## config.mk

```make
export PLATFORM = sky130hd
export DESIGN_NAME = uart_fifo_periph
export DESIGN_NICKNAME = d
export VERILOG_FILES = /design/src/rtl/uart_fifo_periph.sv
export SDC_FILE = /design/constraint.sdc
export NUM_CORES = 1
export LEC_CHECK = 0
export CORE_MARGIN = 1.5
export CORE_UTILIZATION = 55
export CTS_BUF_LIST = sky130_fd_sc_hd__clkbuf_4 sky130_fd_sc_hd__clkbuf_8 sky130_fd_sc_hd__clkbuf_16
export CTS_CLUSTER_SIZE = 40
export DETAILED_ROUTE_END_ITERATION = 16
export GPL_TIMING_DRIVEN = 1
export PLACE_DENSITY_LB_ADDON = 0.15
export SYNTH_ARGS = -nofsm -noshare
export SYNTH_HDL_FRONTEND = slang
export SYNTH_SLANG_ARGS = --single-unit
export TNS_END_PERCENT = 30
```

## constraint.sdc

```tcl
create_clock -name clk -period 3.4 [get_ports clk]
set_clock_uncertainty 0.05 [all_clocks]
set_input_delay 0.68 -clock clk [delete_from_list [all_inputs] [get_ports clk]]
set_output_delay 0.68 -clock clk [all_outputs]
set_load 0.02 [all_outputs]
```

## src/rtl/uart_fifo_periph.sv

```systemverilog
// uart_fifo_periph: memory-mapped UART peripheral with TX/RX FIFOs, status/control
// registers, sticky error flags, internal loopback and a registered level interrupt.
//
// Ports:
//   clk, rst          system clock, synchronous active-high reset
//   uart_rxd/txd      serial receive / transmit pins
//   uart_addr         byte address, [3:2] selects DATA/STATUS/CTRL/LED
//   uart_write_data   CPU write data, qualified by uart_wen
//   uart_ren          read strobe; uart_read_data is valid the following cycle
//   led               LED register
//   irq               level interrupt (RX not empty / TX drained)
//
// Also contains the helper modules uart_fifo_periph_fifo, uart_tx and uart_rx.

// Synchronous FIFO, binary pointers, occupancy count drives full/empty.
// Push while full succeeds only if a pop happens in the same cycle.
module uart_fifo_periph_fifo #(
  parameter int unsigned WIDTH = 8,
  parameter int unsigned DEPTH = 16
) (
  input  logic                     clk,
  input  logic                     rst,
  input  logic                     push,
  input  logic                     pop,
  input  logic [WIDTH-1:0]         wdata,
  output logic [WIDTH-1:0]         head,
  output logic [$clog2(DEPTH):0]   count
);
  localparam int unsigned AW = $clog2(DEPTH);

  logic [WIDTH-1:0] mem_q [DEPTH];
  logic [AW-1:0]    wr_ptr_q, wr_ptr_d, rd_ptr_q, rd_ptr_d;
  logic [AW:0]      count_q, count_d;
  logic             do_push, do_pop;

  always_comb begin
    do_pop   = pop && (count_q != '0);
    do_push  = push && ((count_q != (AW+1)'(DEPTH)) || do_pop);
    wr_ptr_d = wr_ptr_q + AW'(do_push);
    rd_ptr_d = rd_ptr_q + AW'(do_pop);
    count_d  = count_q + (AW+1)'(do_push) - (AW+1)'(do_pop);
    head     = mem_q[rd_ptr_q];
    count    = count_q;
  end

  always_ff @(posedge clk) begin
    if (rst) begin
      wr_ptr_q <= '0;
      rd_ptr_q <= '0;
      count_q  <= '0;
    end else begin
      wr_ptr_q <= wr_ptr_d;
      rd_ptr_q <= rd_ptr_d;
      count_q  <= count_d;
    end
  end

  always_ff @(posedge clk) begin
    if (do_push) mem_q[wr_ptr_q] <= wdata;
  end
endmodule

// UART transmitter: 8N1-style frame (start, PAYLOAD_BITS LSB first, stop).
// busy is high from the cycle after uart_tx_en is accepted to the end of the stop bit.
module uart_tx #(
  parameter int unsigned CLK_HZ       = 10_000_000,
  parameter int unsigned BIT_RATE     = 9600,
  parameter int unsigned PAYLOAD_BITS = 8
) (
  input  logic                    clk,
  input  logic                    resetn,
  output logic                    uart_txd,
  output logic                    uart_tx_busy,
  input  logic                    uart_tx_en,
  input  logic [PAYLOAD_BITS-1:0] uart_tx_data
);
  localparam int unsigned CPB = CLK_HZ / BIT_RATE;
  localparam int unsigned CW  = $clog2(CPB) + 1;
  localparam int unsigned BW  = $clog2(PAYLOAD_BITS + 2) + 1;

  logic                  txd_q, txd_d, busy_q, busy_d;
  logic [PAYLOAD_BITS:0] sr_q, sr_d;
  logic [CW-1:0]         cyc_q, cyc_d;
  logic [BW-1:0]         left_q, left_d;

  always_comb begin
    txd_d  = txd_q;
    busy_d = busy_q;
    sr_d   = sr_q;
    cyc_d  = cyc_q;
    left_d = left_q;
    if (!busy_q) begin
      txd_d = 1'b1;
      if (uart_tx_en) begin
        busy_d = 1'b1;
        txd_d  = 1'b0;
        sr_d   = {1'b1, uart_tx_data};
        left_d = BW'(PAYLOAD_BITS + 1);
        cyc_d  = CW'(CPB - 1);
      end
    end else if (cyc_q != '0) begin
      cyc_d = cyc_q - CW'(1);
    end else if (left_q == '0) begin
      busy_d = 1'b0;
      txd_d  = 1'b1;
    end else begin
      txd_d  = sr_q[0];
      sr_d   = {1'b0, sr_q[PAYLOAD_BITS:1]};
      left_d = left_q - BW'(1);
      cyc_d  = CW'(CPB - 1);
    end
    uart_txd     = txd_q;
    uart_tx_busy = busy_q;
  end

  always_ff @(posedge clk) begin
    if (!resetn) begin
      txd_q  <= 1'b1;
      busy_q <= 1'b0;
      sr_q   <= '0;
      cyc_q  <= '0;
      left_q <= '0;
    end else begin
      txd_q  <= txd_d;
      busy_q <= busy_d;
      sr_q   <= sr_d;
      cyc_q  <= cyc_d;
      left_q <= left_d;
    end
  end
endmodule

// UART receiver: samples mid-bit after a two-flop synchroniser. A frame with a low
// stop bit and all-zero data is a break; any low stop bit waits for the line to idle.
module uart_rx #(
  parameter int unsigned CLK_HZ       = 10_000_000,
  parameter int unsigned BIT_RATE     = 9600,
  parameter int unsigned PAYLOAD_BITS = 8
) (
  input  logic                    clk,
  input  logic                    resetn,
  input  logic                    uart_rxd,
  output logic                    uart_rx_break,
  output logic                    uart_rx_valid,
  output logic [PAYLOAD_BITS-1:0] uart_rx_data
);
  localparam int unsigned CPB = CLK_HZ / BIT_RATE;
  localparam int unsigned CW  = $clog2(CPB) + 1;
  localparam int unsigned IW  = (PAYLOAD_BITS > 1) ? $clog2(PAYLOAD_BITS) : 1;

  typedef enum logic [2:0] {RX_IDLE, RX_START, RX_DATA, RX_STOP, RX_WAIT} rx_state_t;

  rx_state_t               state_q, state_d;
  logic [1:0]              sync_q, sync_d;
  logic [CW-1:0]           cyc_q, cyc_d;
  logic [IW-1:0]           idx_q, idx_d;
  logic [PAYLOAD_BITS-1:0] sh_q, sh_d;
  logic                    valid_q, valid_d, brk_q, brk_d, rxs;

  always_comb begin
    state_d = state_q;
    sync_d  = {sync_q[0], uart_rxd};
    cyc_d   = cyc_q;
    idx_d   = idx_q;
    sh_d    = sh_q;
    valid_d = 1'b0;
    brk_d   = 1'b0;
    rxs     = sync_q[1];
    case (state_q)
      RX_IDLE: if (!rxs) begin
        state_d = RX_START;
        cyc_d   = CW'(CPB / 2 - 1);
      end
      RX_START: if (cyc_q != '0) cyc_d = cyc_q - CW'(1);
        else if (!rxs) begin
          state_d = RX_DATA;
          cyc_d   = CW'(CPB - 1);
          idx_d   = '0;
        end else state_d = RX_IDLE;
      RX_DATA: if (cyc_q != '0) cyc_d = cyc_q - CW'(1);
        else begin
          sh_d  = {rxs, sh_q[PAYLOAD_BITS-1:1]};
          cyc_d = CW'(CPB - 1);
          if (idx_q == IW'(PAYLOAD_BITS - 1)) state_d = RX_STOP;
          else idx_d = idx_q + IW'(1);
        end
      RX_STOP: if (cyc_q != '0) cyc_d = cyc_q - CW'(1);
        else if (rxs) begin
          valid_d = 1'b1;
          state_d = RX_IDLE;
        end else begin
          brk_d   = (sh_q == '0);
          state_d = RX_WAIT;
        end
      RX_WAIT: if (rxs) state_d = RX_IDLE;
      default: state_d = RX_IDLE;
    endcase
    uart_rx_valid = valid_q;
    uart_rx_break = brk_q;
    uart_rx_data  = sh_q;
  end

  always_ff @(posedge clk) begin
    if (!resetn) begin
      state_q <= RX_IDLE;
      sync_q  <= '1;
      cyc_q   <= '0;
      idx_q   <= '0;
      sh_q    <= '0;
      valid_q <= 1'b0;
      brk_q   <= 1'b0;
    end else begin
      state_q <= state_d;
      sync_q  <= sync_d;
      cyc_q   <= cyc_d;
      idx_q   <= idx_d;
      sh_q    <= sh_d;
      valid_q <= valid_d;
      brk_q   <= brk_d;
    end
  end
endmodule

module uart_fifo_periph #(
  parameter int unsigned CLK_HZ       = 10_000_000,
  parameter int unsigned BIT_RATE     = 9600,
  parameter int unsigned PAYLOAD_BITS = 8,
  parameter int unsigned TX_DEPTH     = 16,
  parameter int unsigned RX_DEPTH     = 16
) (
  input  logic        clk,
  input  logic        rst,
  input  logic        uart_rxd,
  output logic        uart_txd,
  input  logic [31:0] uart_addr,
  input  logic [31:0] uart_write_data,
  input  logic        uart_wen,
  input  logic        uart_ren,
  output logic [31:0] uart_read_data,
  output logic [7:0]  led,
  output logic        irq
);
  localparam int unsigned TXCW = $clog2(TX_DEPTH) + 1;
  localparam int unsigned RXCW = $clog2(RX_DEPTH) + 1;

  typedef enum logic [1:0] {TX_IDLE, TX_START, TX_WAIT_BUSY} tx_state_t;

  tx_state_t               tx_state_q, tx_state_d;
  logic [4:0]              ctrl_q, ctrl_d;
  logic [7:0]              led_q, led_d;
  logic [31:0]             rdata_q, rdata_d;
  logic                    irq_q, irq_d;
  logic                    rx_ovr_q, rx_ovr_d, tx_ovf_q, tx_ovf_d, brk_q, brk_d;

  logic [1:0]              sel;
  logic                    wr, rd, tx_push, tx_pop, rx_push, rx_pop;
  logic                    tx_full, tx_empty, rx_full, rx_empty, tx_active;
  logic [TXCW-1:0]         tx_count;
  logic [RXCW-1:0]         rx_count;
  logic [PAYLOAD_BITS-1:0] tx_head, rx_head, urx_data;
  logic                    utx_en, utx_busy, utx_serial, urx_valid, urx_break, rx_in;
  logic [31:0]             status;
  logic                    unused_bits;

  uart_fifo_periph_fifo #(.WIDTH(PAYLOAD_BITS), .DEPTH(TX_DEPTH)) u_tx_fifo (
    .clk(clk), .rst(rst), .push(tx_push), .pop(tx_pop),
    .wdata(uart_write_data[PAYLOAD_BITS-1:0]), .head(tx_head), .count(tx_count)
  );

  uart_fifo_periph_fifo #(.WIDTH(PAYLOAD_BITS), .DEPTH(RX_DEPTH)) u_rx_fifo (
    .clk(clk), .rst(rst), .push(rx_push), .pop(rx_pop),
    .wdata(urx_data), .head(rx_head), .count(rx_count)
  );

  uart_tx #(.CLK_HZ(CLK_HZ), .BIT_RATE(BIT_RATE), .PAYLOAD_BITS(PAYLOAD_BITS)) u_tx (
    .clk(clk), .resetn(~rst), .uart_txd(utx_serial), .uart_tx_busy(utx_busy),
    .uart_tx_en(utx_en), .uart_tx_data(tx_head)
  );

  uart_rx #(.CLK_HZ(CLK_HZ), .BIT_RATE(BIT_RATE), .PAYLOAD_BITS(PAYLOAD_BITS)) u_rx (
    .clk(clk), .resetn(~rst), .uart_rxd(rx_in), .uart_rx_break(urx_break),
    .uart_rx_valid(urx_valid), .uart_rx_data(urx_data)
  );

  always_comb begin
    unused_bits = ^{uart_addr[31:4], uart_addr[1:0], uart_write_data[31:8]};
    sel         = uart_addr[3:2];
    wr          = uart_wen;
    rd          = uart_ren && !uart_wen;
    tx_full     = (tx_count == TXCW'(TX_DEPTH));
    tx_empty    = (tx_count == '0);
    rx_full     = (rx_count == RXCW'(RX_DEPTH));
    rx_empty    = (rx_count == '0);
    tx_active   = (tx_state_q != TX_IDLE);
    rx_in       = ctrl_q[2] ? utx_serial : uart_rxd;
    uart_txd    = ctrl_q[2] ? 1'b1 : utx_serial;
    tx_push     = wr && (sel == 2'd0) && !tx_full;
    rx_pop      = rd && (sel == 2'd0) && !rx_empty;
    rx_push     = urx_valid && ctrl_q[0];

    status              = '0;
    status[0]           = !rx_empty;
    status[1]           = rx_full;
    status[2]           = tx_empty;
    status[3]           = tx_full;
    status[4]           = rx_ovr_q;
    status[5]           = tx_ovf_q;
    status[6]           = brk_q;
    status[7]           = tx_active;
    status[8 +: RXCW]   = rx_count;
    status[16 +: TXCW]  = tx_count;

    // TX drain FSM: the pop and the uart_tx start strobe are the same cycle
    tx_state_d = tx_state_q;
    tx_pop     = 1'b0;
    utx_en     = 1'b0;
    case (tx_state_q)
      TX_IDLE: if (ctrl_q[1] && !tx_empty && !utx_busy) begin
        tx_pop     = 1'b1;
        utx_en     = 1'b1;
        tx_state_d = TX_START;
      end
      TX_START:     tx_state_d = TX_WAIT_BUSY;
      TX_WAIT_BUSY: if (!utx_busy) tx_state_d = TX_IDLE;
      default:      tx_state_d = TX_IDLE;
    endcase

    rdata_d = '0;
    if (rd) begin
      case (sel)
        2'd0:    rdata_d = 32'(rx_head) & {32{!rx_empty}};
        2'd1:    rdata_d = status;
        2'd2:    rdata_d = {27'b0, ctrl_q};
        default: rdata_d = {24'b0, led_q};
      endcase
    end

    ctrl_d = ctrl_q;
    if (wr && sel == 2'd2) ctrl_d = uart_write_data[4:0];

    led_d = led_q;
    if (urx_valid) led_d = 8'(urx_data);
    if (wr && sel == 2'd3) led_d = uart_write_data[7:0];

    // Sticky flags: a new event in the same cycle as a W1C wins
    rx_ovr_d = rx_ovr_q;
    tx_ovf_d = tx_ovf_q;
    brk_d    = brk_q;
    if (wr && sel == 2'd1) begin
      if (uart_write_data[4]) rx_ovr_d = 1'b0;
      if (uart_write_data[5]) tx_ovf_d = 1'b0;
      if (uart_write_data[6]) brk_d    = 1'b0;
    end
    if (rx_push && rx_full && !rx_pop) rx_ovr_d = 1'b1;
    if (wr && sel == 2'd0 && tx_full)   tx_ovf_d = 1'b1;
    if (urx_break)                      brk_d    = 1'b1;

    irq_d = (ctrl_q[3] && !rx_empty) || (ctrl_q[4] && tx_empty && !tx_active);

    uart_read_data = rdata_q;
    led            = led_q;
    irq            = irq_q;
  end

  always_ff @(posedge clk) begin
    if (rst) begin
      tx_state_q <= TX_IDLE;
      ctrl_q     <= 5'b00011;
      led_q      <= 8'hF0;
      rdata_q    <= '0;
      irq_q      <= 1'b0;
      rx_ovr_q   <= 1'b0;
      tx_ovf_q   <= 1'b0;
      brk_q      <= 1'b0;
    end else begin
      tx_state_q <= tx_state_d;
      ctrl_q     <= ctrl_d;
      led_q      <= led_d;
      rdata_q    <= rdata_d;
      irq_q      <= irq_d;
      rx_ovr_q   <= rx_ovr_d;
      tx_ovf_q   <= tx_ovf_d;
      brk_q      <= brk_d;
    end
  end
endmodule

```

==> results of run 1 <==
power groups by stage:
stage	registers, uW	logic [uW]	clock network [uW]
finish	5350	2510	4460
CTS	5340	2500	4530
floorplan	5340	1950	0
detailed placement	5440	2480	0
global placement	5430	2440	0
global route	5380	2750	4710
Yosys cell counts, types with 26 or more instances:
master    number  area, sq um
edfxtp_1     256         7690
dfxtp_1      121         2420
nor2_1       115          432
mux4_2        56         1260
nand2_1       50          188
mux2i_1       43          430
a21oi_1       39          195
clkbuf_1      37          139
nor3_1        36          180
o21ai_0       28          140
inv_1         27          101
ha_1          26          325
nand3_1       26          130
sequential cells by signal (all words and copies together) (netlist names), 8 cells and up:
signal and flops:
led 8, u_rx.cyc_q 12, u_rx.uart_rx_data 8, u_rx_fifo.mem_q 128, u_tx.cyc_q 12, u_tx.sr_q 9, u_tx_fifo.mem_q 128, uart_read_data 18
worst max-delay path, cell delays in order (launching register included):
cell	delay, ns
dfxtp_1	0.33
inv_1	0.08
ha_1	0.16
nor4b_1	0.90
nor4_4	0.10
buf_4	0.25
nor2_1	0.56
a2111oi_0	0.19
a31o_2	0.26
logic make-up after synthesis:
kind of cell    after synthesis  synth area share, %
flops                       377                 64.7
xor+xnor                     28                 1.57
buf+inv                     103                 2.95
simple gates                328                 10.6
other cells                   1               0.0240
compound gates              146                 6.21
fa+ha+maj                    28                 2.34
mux                         110                 11.6
routing by layer:
layer	track usage (%)	part of all wire [%]	vias to the layer above
met2	37.9	48	305
met5	0	0.035	-
met4	8.54	2.7	2
li1	-	-	4390
met3	3.68	5.5	67
met1	34.5	44	4780
worst paths after layout:
path | from | to | cells after the start
worst min-delay path | u_tx.sr_q[3] | u_tx.sr_q[3] | 2
worst min register to register | u_tx.sr_q[3] | u_tx.sr_q[3] | 2
worst max register to register | u_tx.left_q[0] | u_tx.sr_q[0] | 8
worst max-delay path | u_tx.left_q[0] | u_tx.sr_q[0] | 8
area by class of cell:
type,instances,area [sq um]
timing repair buffer,105,913
multi-input combinational,654,5120
clock buffer,52,1100
sequential,377,10100
inverter,27,101
tap,378,473
fill,2008,9770
clock inverter,18,262
stage by stage:
| step | cell area (sq um) | total power [uW] | setup WS (ns) |
|---|---|---|---|
| after global placement | 16700 | 7870 | 0.139 |
| after detailed placement | 16700 | 7920 | 0.0974 |
| after CTS | 18100 | 12400 | 0.449 |
| after global routing | 18100 | 12800 | 0.188 |
| after floorplan | 15700 | 7290 | 0.473 |
| final | 18100 | 12300 | 0.424 |
layout by cell type, fill, tap and decap left out, drive strengths merged, types with 5 or more instances in the layout:
master / instances
xor2: 18
o21ai: 28
a211oi: 9
clkinv: 10
nand3: 26
inv: 28
or4b: 6
o211ai: 9
nor3: 36
edfxtp: 256
mux2i: 43
a31oi: 9
or3: 11
nand2b: 15
ha: 26
nand2: 50
clkdlybuf4s50: 41
mux2: 11
a22oi: 6
nor2: 115
or4: 7
nor4: 11
conb: 14
buf: 64
nor2b: 15
bufinv: 6
xnor2: 10
mux4: 56
nor4b: 7
a21oi: 39
dfxtp: 121
nand3b: 6
a21o: 10
and2: 5
clkbuf: 52
==> flow_summary.json, run 1 <==
{
  "maxCapViolations": 0,
  "numPortBuffers": 42,
  "tightestPinTransition_ns": 1.13,
  "clk_latency_ns": 0.53,
  "gp_congestion": 0.843,
  "final_nets": 1301,
  "hp-class": "reg -> reg",
  "initial_core_util_pct": 56.1,
  "dp_cells": 1541,
  "syn_to_final_growth_pct": 15.7,
  "avgRoutedWirePerCell_um": 21.4,
  "post_layout_nonfiller_instances": 1611,
  "max_freq_ghz": 0.336,
  "antenna_found_initial": 1,
  "avgSynthCellArea_sq_um": 13.9,
  "crit_path_end_kind": "flop",
  "switching_share_pct": 27.5,
  "slew_violations": 0,
  "share_comb_of_total_power_pct": 20.4,
  "path_clk_slew_ns": 0.06,
  "ys_types": 66,
  "run_status": "completed",
  "vias_per_cell": 5.92,
  "tritoncts": "yes",
  "finalHoldViolations": 0,
  "power.switching_uw": 3390,
  "grt_max_degree": 34,
  "top_level_ports": 111,
  "synth-seq-area-share_pct": 64.7,
  "cts_num_sinks": 377,
  "peakVddDrop_v": 0.000501,
  "num_antenna_cells": 0,
  "postCtsSetupBuffers": 0,
  "postCtsHoldBufs": 0,
  "fin_crit_ns": 2.98,
  "ys_ff_latch": 377,
  "synth-main-ff-cell": "edfxtp_1",
  "arrival_ns": 3.35,
  "first_global_vias": 9287,
  "internal-power_uw": 8920,
  "p_leak_uw": 0.00626,
  "htree_levels": 2,
  "pwr-share-clk_pct": 36.2,
  "p_per_area_nw_per_um2": 681,
  "critPathRequiredTime_ns": 3.78,
  "core_sq_um": 27900,
  "post-route-period-util_pct": 87.5,
  "synth-edff-count": 256,
  "crit_fanout": 16,
  "overflow": 0,
  "p_seq_share_pct": 43.4,
  "whs_ns": 0.405,
  "setup_viol": 0,
  "ys.warnings.count": 0,
  "netlist_area_sq_um": 15600,
  "async_flop_share_pct": 0,
  "dieArea_sq_um": 29400,
  "rsz0062_at_grt": "false",
  "grt_usage_pct": 24.2,
  "rows": 61,
  "start_kind": "flop",
  "drc": 0,
  "post-route-util_pct": 64.9,
  "relSlewSlack_pct": 23.8,
  "drt_pre_antenna_iters": 5,
  "die_y_um": 172,
  "r2r_setup_slack_ns": 0.42,
  "numCtsBuffers": 39,
  "wirelength_um": 34500,
  "ant_nets": 0,
  "drive_gt1_share_pct": 17.9,
  "grt_first_pass_wirelength_um": 53000,
  "synth_cells": 1121,
  "path_class": "reg -> reg",
  "vias": 9544,
  "cts_resized": 0,
  "setup-tns-final_ns": 0,
  "cts-root-buf": "clkbuf_16",
  "die_w_um": 172,
  "drt_iter0_markers": 951,
  "post-dp-hpwl_um": 22500,
  "clk_path_buf_depth": 3
}
(Power assumes the default switching activity.)
==> run 2: changes to the inputs <==
--- a/config.mk
+++ b/config.mk
@@ -5,6 +5,7 @@
 export SDC_FILE = /design/constraint.sdc
 export NUM_CORES = 1
 export LEC_CHECK = 0
+export CORE_ASPECT_RATIO = 1.5
 export CORE_MARGIN = 1.5
 export CORE_UTILIZATION = 55
 export CTS_BUF_LIST = sky130_fd_sc_hd__clkbuf_4 sky130_fd_sc_hd__clkbuf_8 sky130_fd_sc_hd__clkbuf_16
==> flow_summary.json, run 2 (synthesis gave the netlist of run 1 again) <==
{
  "crit_end": "u_rx_fifo.count[4]",
  "fin_ws_ns": 0.555,
  "peakVddDrop_v": 0.000554,
  "critPathRequiredTime_ns": 3.81,
  "startpoint": "u_rx_fifo.count[2]",
  "hp-class": "reg -> reg",
  "postCtsHoldBufs": 0,
  "final_cell_mix": "edfxtp_1 (256), dfxtp_1 (118), nor2_1 (115)",
  "grt_max_degree": 47,
  "fin_crit_ns": 2.85,
  "crit_fanout": 4,
  "max_stage_delay_ns": 0.34,
  "avgRoutedWirePerCell_um": 21.5,
  "numPortBuffers": 42,
  "cts_resized": 0,
  "drive_gt1_share_pct": 17.9,
  "start_kind": "flop",
  "first_global_vias": 9448,
  "fin_area_sq_um": 17900,
  "initial_core_util_pct": 55.9,
  "crit_path_end_kind": "flop",
  "holdPathStages": 1,
  "clk_path_buf_depth": 3,
  "critPathTopFamily": "adder cells",
  "worst_r2r_startpoint": "u_rx_fifo.count[2]",
  "cts_num_sinks": 377,
  "reg2reg_depth": 16,
  "post_layout_nonfiller_instances": 1581,
  "p_seq_share_pct": 45.1,
  "gp_congestion": 0.864,
  "internal-power_uw": 8480,
  "postCtsSetupBuffers": 0,
  "dieArea_sq_um": 29500,
  "p_per_area_nw_per_um2": 662,
  "setup-tns-final_ns": 0,
  "ant_nets": 0,
  "tightestPinTransition_ns": 0.982,
  "post-dp-hpwl_um": 23600,
  "cpMaxStageDelayCell": "or3_1",
  "dpl_cell_area_sq_um": 16700,
  "dp_cells": 1513,
  "r2r-end": "u_rx_fifo.count[4]",
  "pwr-share-clk_pct": 33.9,
  "switching_share_pct": 28.5,
  "p_leak_uw": 0.00621,
  "post-route-period-util_pct": 83.7,
  "r2r_setup_slack_ns": 0.55,
  "final_nets": 1303,
  "numCtsBuffers": 37,
  "die_y_um": 209,
  "arrival_ns": 3.25,
  "tritoncts": "yes",
  "rows": 75,
  "max_freq_ghz": 0.351,
  "drc": 0,
  "place_ws_ns": 0.106,
  "maxCapViolations": 0,
  "wirelength_um": 34000,
  "final_common_cell": "edfxtp_1",
  "grt_first_pass_wirelength_um": 52700,
  "core_sq_um": 28000,
  "vias": 9310,
  "setup_viol": 0,
  "run_status": "completed",
  "share_comb_of_total_power_pct": 21.1,
  "path_class": "reg -> reg",
  "overflow": 0,
  "power.switching_uw": 3390,
  "crit_cells": 16,
  "htree_levels": 2,
  "cpMostUsedCell": "inv_1",
  "clk_latency_ns": 0.53,
  "antenna_found_initial": 1,
  "drt_pre_antenna_iters": 5,
  "die_w_um": 141,
  "fin_total_pwr_uw": 11900,
  "top_level_ports": 111,
  "cts-root-buf": "clkbuf_16",
  "relSlewSlack_pct": 33.6,
  "crit_chain": "inv_1 -> ha_1 -> nor4b_1 -> buf_4 -> nor4_1 -> buf_4 -> ha_1 -> inv_1 -> ha_1 -> inv_1 -> fa_1 -> inv_1 -> a21oi_1 -> nor2_1 -> or3_1 -> a21oi_1",
  "finalHoldViolations": 0,
  "cp_num_buf_inv": 6,
  "drt_iter0_markers": 481,
  "grt_usage_pct": 23.9,
  "path_clk_slew_ns": 0.06,
  "rsz0062_at_grt": "false",
  "syn_to_final_growth_pct": 14.6,
  "slew_violations": 0,
  "vias_per_cell": 5.89
}
run 2: changes by cell type in the layout (fill, tap and decap cells not counted), sizes merged:
cell	previous run	this run
buf	64	68
clkbuf	52	45
diode	0	1
bufinv	6	2
clkinvlp	1	2
inv	28	32
clkinv	10	13
run 2: per-stage QoR:
step / hold slack [ns] / util, %
after floorplan: 0.339 / -
after global routing: 0.388 / 64.0
after global placement: 0.373 / 59.8
after CTS: 0.382 / 64.0
after detailed placement: 0.368 / 59.8
final: 0.374 / 64.1
run 2: power by group through the flow:
| stage | Clock [uW] | Combinational (uW) | Sequential (uW) |
|---|---|---|---|
| final | 4020 | 2500 | 5350 |
| after global routing | 4260 | 2780 | 5380 |
| after CTS | 4090 | 2510 | 5350 |
| after detailed placement | 0 | 2500 | 5440 |
| after global placement | 0 | 2460 | 5440 |
| after floorplan | 0 | 1950 | 5340 |
run 2: worst reg2reg max path: cells and delay by family (launching register included):
family	cells	cell delay, ns
adders and majority gates	4	0.86
and+or+nand+nor	4	0.68
buffers and inverters	6	0.59
DFF	1	0.31
AOI/OAI and AO/OA	2	0.27
run 2: worst min path at each step:
| stage | from | endpoint | slack [ns] |
|---|---|---|---|
| 3_3_place_gp | u_rx.sync_q[0] | u_rx.sync_q[1] | 0.37 |
| 2_1_floorplan | u_rx.sync_q[0] | u_rx.sync_q[1] | 0.34 |
| 5_1_grt | u_rx.sync_q[0] | u_rx.sync_q[1] | 0.39 |
| 3_5_place_dp | u_rx.sync_q[0] | u_rx.sync_q[1] | 0.37 |
| 4_1_cts | u_rx.sync_q[0] | u_rx.sync_q[1] | 0.38 |
| 6_report | u_rx.sync_q[0] | u_rx.sync_q[1] | 0.37 |
run 2: final cells by class:
class	instances	area (sq um)
Inverter	27	101
Timing Repair Buffer	109	946
Clock buffer	45	1000
Tap cell	346	433
Clock inverter	22	194
Fill cell	2076	10100
Multi-Input combinational cell	654	5120
Antenna cell	1	2.50
Sequential cell	377	10100
run 2: metal layers:
metal	track usage [%]	vias to the layer above	routed length [um]
li1	-	4385	-
met1	26.9	4649	12700
met2	43.7	196	18400
met3	3.54	80	1280
met4	12.0	0	1640
met5	0	-	0
==> run 3: changes to the inputs <==
==> constraint.sdc (replaced) <==
create_clock -name clk -period 3 [get_ports clk]
set_clock_uncertainty 0.05 [all_clocks]
set_input_delay 0.6 -clock clk [delete_from_list [all_inputs] [get_ports clk]]
set_output_delay 0.6 -clock clk [all_outputs]
set_load 0.02 [all_outputs]
==> flow_summary.json, run 3 (synthesis gave the netlist of run 1 again) <==
{
  "run_status": "completed",
  "tritoncts": "yes",
  "crit_fanout": 4,
  "die_y_um": 209,
  "crit_path_end_kind": "flop",
  "final_common_cell": "edfxtp_1",
  "initial_core_util_pct": 55.9,
  "max_freq_ghz": 0.365,
  "hp-class": "reg -> reg",
  "postCtsSetupBuffers": 0,
  "grt_max_degree": 42,
  "r2r_setup_slack_ns": 0.26,
  "clk_path_buf_depth": 3,
  "num_antenna_cells": 0,
  "first_global_vias": 9582,
  "rows": 75,
  "cts-root-buf": "clkbuf_16",
  "relSlewSlack_pct": 36.4,
  "rsz0062_at_grt": "false",
  "fin_crit_ns": 2.74,
  "final_cell_mix": "edfxtp_1 (256), dfxtp_1 (118), nor2_1 (115)",
  "grt_usage_pct": 24.0,
  "arrival_ns": 3.14,
  "setup_viol": 0,
  "path_clk_slew_ns": 0.07,
  "core_sq_um": 28000,
  "vias": 9337,
  "syn_to_final_growth_pct": 15.3,
  "post-route-period-util_pct": 91.2,
  "slew_violations": 0,
  "drt_iter0_markers": 584,
  "whs_ns": 0.370,
  "post-dp-hpwl_um": 23600,
  "drive_gt1_share_pct": 18.5,
  "antenna_found_initial": 1,
  "drc": 0,
  "path_class": "reg -> reg",
  "finalHoldViolations": 0,
  "top_level_ports": 111,
  "post-route-util_pct": 64.4,
  "avgRoutedWirePerCell_um": 21.7,
  "overflow": 0,
  "gp_congestion": 0.849,
  "final_nets": 1310,
  "dieArea_sq_um": 29500,
  "wirelength_um": 34500,
  "die_w_um": 141,
  "tightestPinTransition_ns": 0.941,
  "cts_num_sinks": 377,
  "drt_pre_antenna_iters": 5,
  "numCtsBuffers": 36,
  "vias_per_cell": 5.89,
  "critPathRequiredTime_ns": 3.41,
  "maxCapViolations": 0,
  "ant_nets": 0,
  "nFillCells": 2064,
  "grt_first_pass_wirelength_um": 53200,
  "numPortBuffers": 42,
  "clk_latency_ns": 0.54,
  "start_kind": "flop",
  "peakVddDrop_v": 0.000577,
  "p_leak_uw": 0.00625,
  "p_per_area_nw_per_um2": 757,
  "htree_levels": 2
}
## run 3: cell count changes in the layout (fill, tap and decap cells not counted), sizes merged
cell      delta
buf          +8
clkinv       -4
bufinv       +2
clkinvlp     +2
inv          -2
diode        -1
## run 3: path summary, 6_finish.rpt
path                      start            endpoint  depth (start not counted)
max reg2reg  u_rx_fifo.count[2]  u_rx_fifo.count[4]                         16
min reg2reg      u_rx.sync_q[0]      u_rx.sync_q[1]                          1
min              u_rx.sync_q[0]      u_rx.sync_q[1]                          1
max          u_rx_fifo.count[2]  u_rx_fifo.count[4]                         16
## run 3: cell type report
cell class / instances / area [sq um] / area share [%]
clock inverter: 20 / 209 / 1.16
inverter: 27 / 101 / 0.562
tap: 346 / 433 / 2.40
multi-input combinational: 654 / 5140 / 28.5
clock buffer: 45 / 1030 / 5.71
sequential: 377 / 10100 / 56.1
timing repair buffer: 117 / 993 / 5.51
## run 3: critical path, cell delays in order, from the launching register on
cell and delay, ns:
dfxtp_1 0.32, inv_2 0.08, ha_2 0.18, nor4b_2 0.18
buf_4 0.18, nor4_4 0.04, buf_4 0.14, ha_1 0.26
inv_1 0.04, ha_1 0.19, inv_1 0.07, fa_1 0.18
inv_1 0.05, a21oi_1 0.15, nor2_1 0.07, or3_1 0.34
a21oi_1 0.14
## run 3: layer usage
| layer | GRT usage, % | part of all wire [%] | up-vias |
|---|---|---|---|
| met5 | 0 | 0.038 | - |
| met4 | 10.2 | 3.8 | 2 |
| met3 | 3.83 | 4.1 | 62 |
| met2 | 43.8 | 53 | 230 |
| met1 | 27.8 | 39 | 4661 |
| li1 | - | - | 4382 |
## run 3: power by group
part           switching (uW)  total (uW)  leakage, uW  internal, uW
Clock                    1900        4680     0.000603          2790
Sequential                273        6040      0.00332          5770
Combinational            1630        2920      0.00233          1290
Total                    3810       13600      0.00625          9840
## run 3: per-stage QoR
stage                     cells  cell area (sq um)  TNS [ns]  setup WS [ns]  power [uW]
after floorplan            1134              15700         0          0.153        8270
after global placement     1521              16800    -0.321         -0.199        9010
after detailed placement   1521              16800    -0.317         -0.199        9040
after CTS                  1586              18000         0          0.147       13700
after global routing       1586              18000         0        0.00470       14300
final                      1586              18000         0          0.263       13600
## run 3: what timing repair did
| item | CTS | global route |
|---|---|---|
| hold buffers | 0 | 0 |
| resized for setup | 0 | 6 |
| endpoints found under the setup margin | 0 | 1 |
